`src/rtl/mini_pkg.sv`:
```
// Shared definitions for the mini core and its memory controller:
// FSM state encoding and the default bus widths.
package mini_pkg;

  typedef enum logic [1:0] {
    ST_IDLE   = 2'd0,
    ST_WAIT   = 2'd1,
    ST_ACCESS = 2'd2,
    ST_DONE   = 2'd3
  } state_t;

  localparam int unsigned MINI_AW = 8;
  localparam int unsigned MINI_DW = 8;

endpackage

```
`src/rtl/mini_ram.sv`:
```
// Synchronous single-port RAM with a registered read port.
// The read register only updates on an enabled read, so it holds between reads.
// Contents are not reset.
module mini_ram #(
  parameter int unsigned AW = 8,
  parameter int unsigned DW = 8
) (
  input  logic          clk,
  input  logic          en,
  input  logic          we,
  input  logic [AW-1:0] addr,
  input  logic [DW-1:0] wdata,
  output logic [DW-1:0] rdata
);

  logic [DW-1:0] mem [0:(1 << AW) - 1];

  // Single access per enabled cycle: write the array or capture a read word.
  always_ff @(posedge clk) begin
    if (en) begin
      if (we) mem[addr] <= wdata;
      else    rdata     <= mem[addr];
    end
  end

endmodule

```
`src/rtl/mini_mem_ctrl.sv`:
```
// Data-memory controller for the mini core: serialises one access at a time,
// inserts WAIT_CYCLES wait states and signals completion with a one-cycle ack.
// Optional address range checking (err port, MAX_ADDR parameter) is enabled
// by defining MINI_MEM_ADDR_CHECK_EN.
module mini_mem_ctrl
  import mini_pkg::*;
#(
  parameter int unsigned AW          = MINI_AW,
  parameter int unsigned DW          = MINI_DW,
  parameter int unsigned WAIT_CYCLES = 2
`ifdef MINI_MEM_ADDR_CHECK_EN
  ,
  parameter int unsigned MAX_ADDR    = (1 << AW) - 1
`endif
) (
  input  logic          clk,
  input  logic          rst,
  input  logic          req,
  input  logic          we,
  input  logic [AW-1:0] addr,
  input  logic [DW-1:0] wdata,
  output logic [DW-1:0] rdata,
  output logic          ack,
  output logic          busy
`ifdef MINI_MEM_ADDR_CHECK_EN
  ,
  output logic          err
`endif
);

  localparam logic [3:0] WAIT_LAST = 4'(WAIT_CYCLES - 1);

  state_t        state, state_next;
  logic [3:0]    cnt, cnt_next;
  logic          accept;

  logic          req_we;
  logic [AW-1:0] req_addr;
  logic [DW-1:0] req_wdata;
  logic          req_bad;
  logic          addr_bad;

  logic          ram_en;
  logic [DW-1:0] ram_rdata;
  logic          rdata_sel;

`ifdef MINI_MEM_ADDR_CHECK_EN
  assign addr_bad = (32'(addr) > MAX_ADDR);
`else
  assign addr_bad = 1'b0;
`endif

  // Next-state logic: accept in IDLE, count wait states, single access, done.
  always_comb begin
    state_next = state;
    cnt_next   = cnt;
    accept     = 1'b0;
    case (state)
      ST_IDLE: begin
        if (req) begin
          accept     = 1'b1;
          state_next = (WAIT_CYCLES > 0) ? ST_WAIT : ST_ACCESS;
        end
      end
      ST_WAIT: begin
        if (cnt == WAIT_LAST) begin
          cnt_next   = '0;
          state_next = ST_ACCESS;
        end else begin
          cnt_next = cnt + 4'd1;
        end
      end
      ST_ACCESS: state_next = ST_DONE;
      ST_DONE:   state_next = ST_IDLE;
      default:   state_next = ST_IDLE;
    endcase
  end

  // State and wait-counter registers.
  always_ff @(posedge clk or posedge rst) begin
    if (rst) begin
      state <= ST_IDLE;
      cnt   <= '0;
    end else begin
      state <= state_next;
      cnt   <= cnt_next;
    end
  end

  // Request register: captured only on acceptance, immune to later input changes.
  always_ff @(posedge clk or posedge rst) begin
    if (rst) begin
      req_we    <= 1'b0;
      req_addr  <= '0;
      req_wdata <= '0;
      req_bad   <= 1'b0;
    end else if (accept) begin
      req_we    <= we;
      req_addr  <= addr;
      req_wdata <= wdata;
      req_bad   <= addr_bad;
    end
  end

  // Status outputs: busy spans WAIT..DONE, ack (and err) mark the DONE cycle.
  always_ff @(posedge clk or posedge rst) begin
    if (rst) begin
      busy      <= 1'b0;
      ack       <= 1'b0;
      rdata_sel <= 1'b0;
`ifdef MINI_MEM_ADDR_CHECK_EN
      err       <= 1'b0;
`endif
    end else begin
      if (accept)                busy <= 1'b1;
      else if (state == ST_DONE) busy <= 1'b0;
      ack <= (state == ST_ACCESS);
`ifdef MINI_MEM_ADDR_CHECK_EN
      err <= (state == ST_ACCESS) && req_bad;
`endif
      if (state == ST_ACCESS && !req_we) rdata_sel <= !req_bad;
    end
  end

  // The RAM read register has no reset; rdata_sel forces the visible value to
  // zero after reset or a rejected read until the next good read completes.
  assign rdata  = rdata_sel ? ram_rdata : '0;
  assign ram_en = (state == ST_ACCESS) && !req_bad;

  mini_ram #(
    .AW(AW),
    .DW(DW)
  ) u_ram (
    .clk  (clk),
    .en   (ram_en),
    .we   (req_we),
    .addr (req_addr),
    .wdata(req_wdata),
    .rdata(ram_rdata)
  );

endmodule

```
`config.mk`:
```
export PLATFORM = sky130hd
export DESIGN_NAME = mini_mem_ctrl
export DESIGN_NICKNAME = d
export VERILOG_FILES = /design/src/rtl/mini_pkg.sv /design/src/rtl/mini_ram.sv /design/src/rtl/mini_mem_ctrl.sv
export SDC_FILE = /design/constraint.sdc
export NUM_CORES = 2
export LEC_CHECK = 0
export ABC_AREA = 1
export CORE_MARGIN = 2
export CORE_UTILIZATION = 45
export CTS_CLUSTER_DIAMETER = 150
export CTS_CLUSTER_SIZE = 10
export DETAILED_ROUTE_END_ITERATION = 10
export HOLD_SLACK_MARGIN = 0.05
export MAX_ROUTING_LAYER = met4
export PLACE_DENSITY = 0.61
export SLEW_MARGIN = 5
export SYNTH_ARGS = -nofsm -noshare
export SYNTH_HDL_FRONTEND = slang
export SYNTH_SLANG_ARGS = --single-unit
```
`constraint.sdc`:
```
create_clock -name clk -period 7.8 [get_ports clk]
set_input_delay 0.78 -clock clk [delete_from_list [all_inputs] [get_ports clk]]
set_output_delay 0.78 -clock clk [all_outputs]
set_load 0.1 [all_outputs]
```
* Word-level counts from Yosys, hierarchy flattened
Memories as Yosys holds them, arrays and structs flattened. A register that Yosys moved wholly into a read port is not among the register bits.
Index checks and enable logic that the tools add are counted.
** Storage, ports and cells
- Word-level logic and storage cells :: 35
- Output and inout port bits :: 10
- Bits in registers :: 26
- Memory bits (writable) :: 2048
- ROM bits :: 0
- Memories kept :: 1
- Latch bits :: 0
- Input port bits :: 20
** Memory list
- u_ram.mem :: words 256, width 8, read ports 1, clocked after Yosys merged registers in 1, write ports 1, RTL line mini_ram.sv:16 : logic [DW-1:0] mem [0:(1 << AW) - 1];
** Cells by class
- $add $sub $neg :: 1
- Reductions and logical operators :: 6
- Multiplexer cells :: 12
- Div/mod/pow operators :: 0
- Multipliers :: 0
- Eq/ne operators :: 6
- Bitwise gates (word level) :: 1
- Magnitude comparators :: 0
- Shifts and indexed selects :: 0
** Operators by type and width (count)
- 8-bit two-way mux :: 1
- 2-bit case mux with 4 select lines :: 1
- 1-bit two-way mux :: 7
- 4-bit by 1-bit adder with 4-bit output (second input constant) :: 1
- 2-bit equality test (second input constant) :: 2
- 4-bit by 1-bit equality test with 1-bit output (second input constant) :: 1
- 2-bit two-way mux :: 2
- 4-bit two-way mux :: 1
- 2-bit != test (second input constant) :: 2
- 2-bit AND reduction :: 2
- 2-bit by 1-bit equality test with 1-bit output (second input constant) :: 1
- 2-bit logical NOT :: 1
- 2-bit nonzero test :: 1
- 1-bit logical AND :: 1
- 1-bit logical NOT :: 1
- 1-bit inverter :: 1

* Longest topological paths before layout
- Depth in word-level cells :: 3
- Gate-level depth with buffers :: 17

* By module
From an unflattened synthesis, not the netlist that was laid out.
** Unflattened totals
- Cell total of the unflattened synthesis :: 8064
- Area, all modules :: 86031.3 um^2
** Modules (own cells, without submodules)
- mini_ram :: cells an instance 7960, area each 84835.1 um^2, times used 1
- mini_mem_ctrl :: cells an instance 104, area each 1196.1 um^2, times used 1

* Least setup slack after synthesis
Ideal clock, no wire load.
- Kind :: register to register
- Start point :: register req_wdata[0]
- End point :: memory u_ram.mem[0][0] (data pin)
- Period minus slack after synthesis :: 3.982 ns
- Path buffers :: 0
- Data arrival time :: 3.179 ns
- Cell stages (with the launch flop) :: 1
- Slack :: 3.818 ns
- Cell sequence :: dfrtp_1
** RTL lines
- start: declaration :: RTL line mini_mem_ctrl.sv:39 : logic [DW-1:0] req_wdata;
- start signal: assignment :: RTL line mini_mem_ctrl.sv:100 : req_wdata <= wdata;
- end: declaration :: RTL line mini_ram.sv:16
Straight into the memory's write port.

* Worst setup path in the final report
- Start point :: register req_addr[1]
- End point :: memory u_ram.mem[162][3] (enable)
** RTL lines
- start: declaration :: RTL line mini_mem_ctrl.sv:38 : logic [AW-1:0] req_addr;
- start signal: assignment :: RTL line mini_mem_ctrl.sv:99 : req_addr <= addr;
Straight into the memory's write port.

==> reports/results.ini <==
[timing]
hold_viol_final=0
max_freq_mhz=205
finalSetupViolations=0
finalClockSkew_ps=27.5
fin_crit_ps=4880
tightest_slew_ps=1360
relSlewSlack_pct=9.26
tns_ps=0
hold_slack_ps=337
period_share_pct=62.5
rsz0062_at_grt=false
report.final.slew_viol_count=0

[grt]
grt_pass1_wl_mm=353
grt_max_degree=216
grt_overflow_total=0
grt_pass1_vias=54900
antenna_found_initial=4
grt_use_total_pct=25.0

[clock_tree]
cts_hold_buf=0
cts_tree=built
htreeDepth=4
clk_pin_slew_worst_paths_ps=70
cts.sinks=2082
numCtsBuffers=226
clk_path_buf_depth=3
clk_latency_ps=850
post_cts_buffers=0
cts_resized=0
root_buffer=clkbuf_16

[hold_path]
min_path_type=in2async

[yosys]
synth_top_area_share_pct=71.9
synth_cell_types=25
ys_ff_latch=2082
synth_warnings=0
synth_area_per_cell_um2=10.9
syn_inst=7904
synth_top_area_cell=edfxtp_1
synth_nets=7929
netlist_area_um2=85900
ys_top_cells_by_area=edfxtp_1 (72%), nand2_1 (18%), nand3_1 (3.3%)
ys_seq_area_share_pct=72.6

[job]
drv_cap=0

[final_layout]
multi_input_area_um2=21400
fin_nets=7814
area_growth_pct=9.88
final_cell_mix=nand2_1 (4105), edfxtp_1 (2056), nand3_1 (561)
final_cells=10400
final_common_cell=nand2_1
fin_util_pct=49.7
drive_gt1_share_pct=4.71
fill_cells=16800
seq_area_um2=62400
final_area_um2=94400

[floorplanning]
rows=160
io_pins=30
die_w_um=441
die-area_um2=194000
die_y_um=441
coreArea_um2=190000
start_util_pct=45.2

[setup_path]
cp_data_required_time_ps=8280
worst_ep_arrival_time_ps=5350
setup.worst_path.end=u_ram.mem[162][3]
startpoint=req_addr[1]
rrSetupSlack_ps=2920
crit_type=reg2reg
crit_path_end_kind=register
reg2reg_to=u_ram.mem[162][3]
path_max_fanout=140
worstSetupStartpointType=register
worst-r2r-cell-count=6
r2r_start=req_addr[1]

[power]
swShare_pct=38.7
p_clk_share_pct=26.3
p_sw_mw=13.8
powerDensity_nw_per_um2=377
seqPwrFrac_pct=41.0
ir_drop_mv=0.402
p_leak_nw=36.0
p_int_mw=21.8
p_comb_share_pct=32.7

[detailed_routing]
via_per_inst=5.51
final_antenna_net_count=0
routedWlPerCell_um=23.0
wirelength_mm=238
drt-pass1-iter-count=6
drc=0
vias=57100
drtIter0Drc=6274

[place]
dp_hpwl_mm=131
placed_area_um2=88300
port_buffers=29
dp.cells=10100
gp_congestion=0.886

[run_status]
outcome=finished, final reports clean

[critical path, stage by stage (launching register included)]
cell and delay (ps):
dfrtp_4 710, inv_8 330, nor2_4 970, buf_4 640, nand3_2 670, buf_4 520
nor2_1 580
[layer usage]
metal / part of all wire [%] / vias up / global-route usage [%]
li1: - / 26300 / -
met1: 42 / 28000 / 34.3
met2: 46 / 2412 / 38.2
met3: 8.1 / 419 / 3.91
met4: 3.5 / 0 / 8.72
met5: 0 / - / -
[Yosys cell counts]
cell type / number
o21ba_2: 1
inv_2: 2
xnor2_1: 1
clkbuf_2: 1
buf_6: 1
dfrtp_1: 26
a21oi_1: 8
nand4_1: 140
nand2_1: 4105
mux2_2: 10
inv_1: 28
nor2_1: 356
nor2_2: 1
o21ai_1: 107
o21ai_0: 27
edfxtp_1: 2056
ha_1: 5
a22oi_1: 1
nand3_1: 565
buf_1: 32
clkbuf_1: 199
or2_2: 1
clkinv_1: 1
buf_4: 3
buf_2: 227
[worst min path at each step]
stage / start / slack, ps / end / cells past startpoint
floorplan: cnt[3] / 460 / cnt[3] / 1
detailed placement: cnt[3] / 490 / cnt[3] / 1
global placement: cnt[3] / 480 / cnt[3] / 1
CTS: rst / 300 / req_wdata[5] / 3
global route: rst / 340 / cnt[3] / 3
finish: rst / 340 / state[0] / 3
[logic make-up after synthesis]
kind of cell	after synthesis	synth area share, %
buf+inv	494	2.51
mux	10	0.131
flops	2082	72.6
fa+ha+maj	5	0.0728
xor+xnor	1	0.0102
compound gates	144	0.848
simple gates	5168	23.8
[area by class of cell]
cell class,count,area share [%]
Inverter,31,0.142
Multi-Input combinational cell,5328,22.7
Clock inverter,16,0.269
Tap cell,2511,3.33
Clock buffer,286,6.23
Antenna cell,3,0.00795
Sequential cell,2082,66.1
Timing Repair Buffer,120,1.19
[flip-flops by register name, indices dropped and copies added, names as in the netlist, 2 cells and up]
name / cells
u_ram.mem: 2048
req_addr: 8
cnt: 4
u_ram.rdata: 8
req_wdata: 8
state: 2
[power groups by stage]
stage               Clock, mW  Sequential [mW]  Combinational (mW)
global route             9.88             14.6                12.7
floorplan                   0             15.6                6.56
finish                   9.35             14.6                11.6
detailed placement          0             14.8                11.5
global placement            0             14.8                11.5
CTS                      9.46             14.6                11.6
[stage by stage]
stage / setup WS, ps / power (mW)
global route: 2710 / 37.1
floorplan: 3820 / 22.1
finish: 2920 / 35.6
detailed placement: 2930 / 26.3
global placement: 3030 / 26.3
CTS: 2940 / 35.6
(Power assumes the default switching activity.)
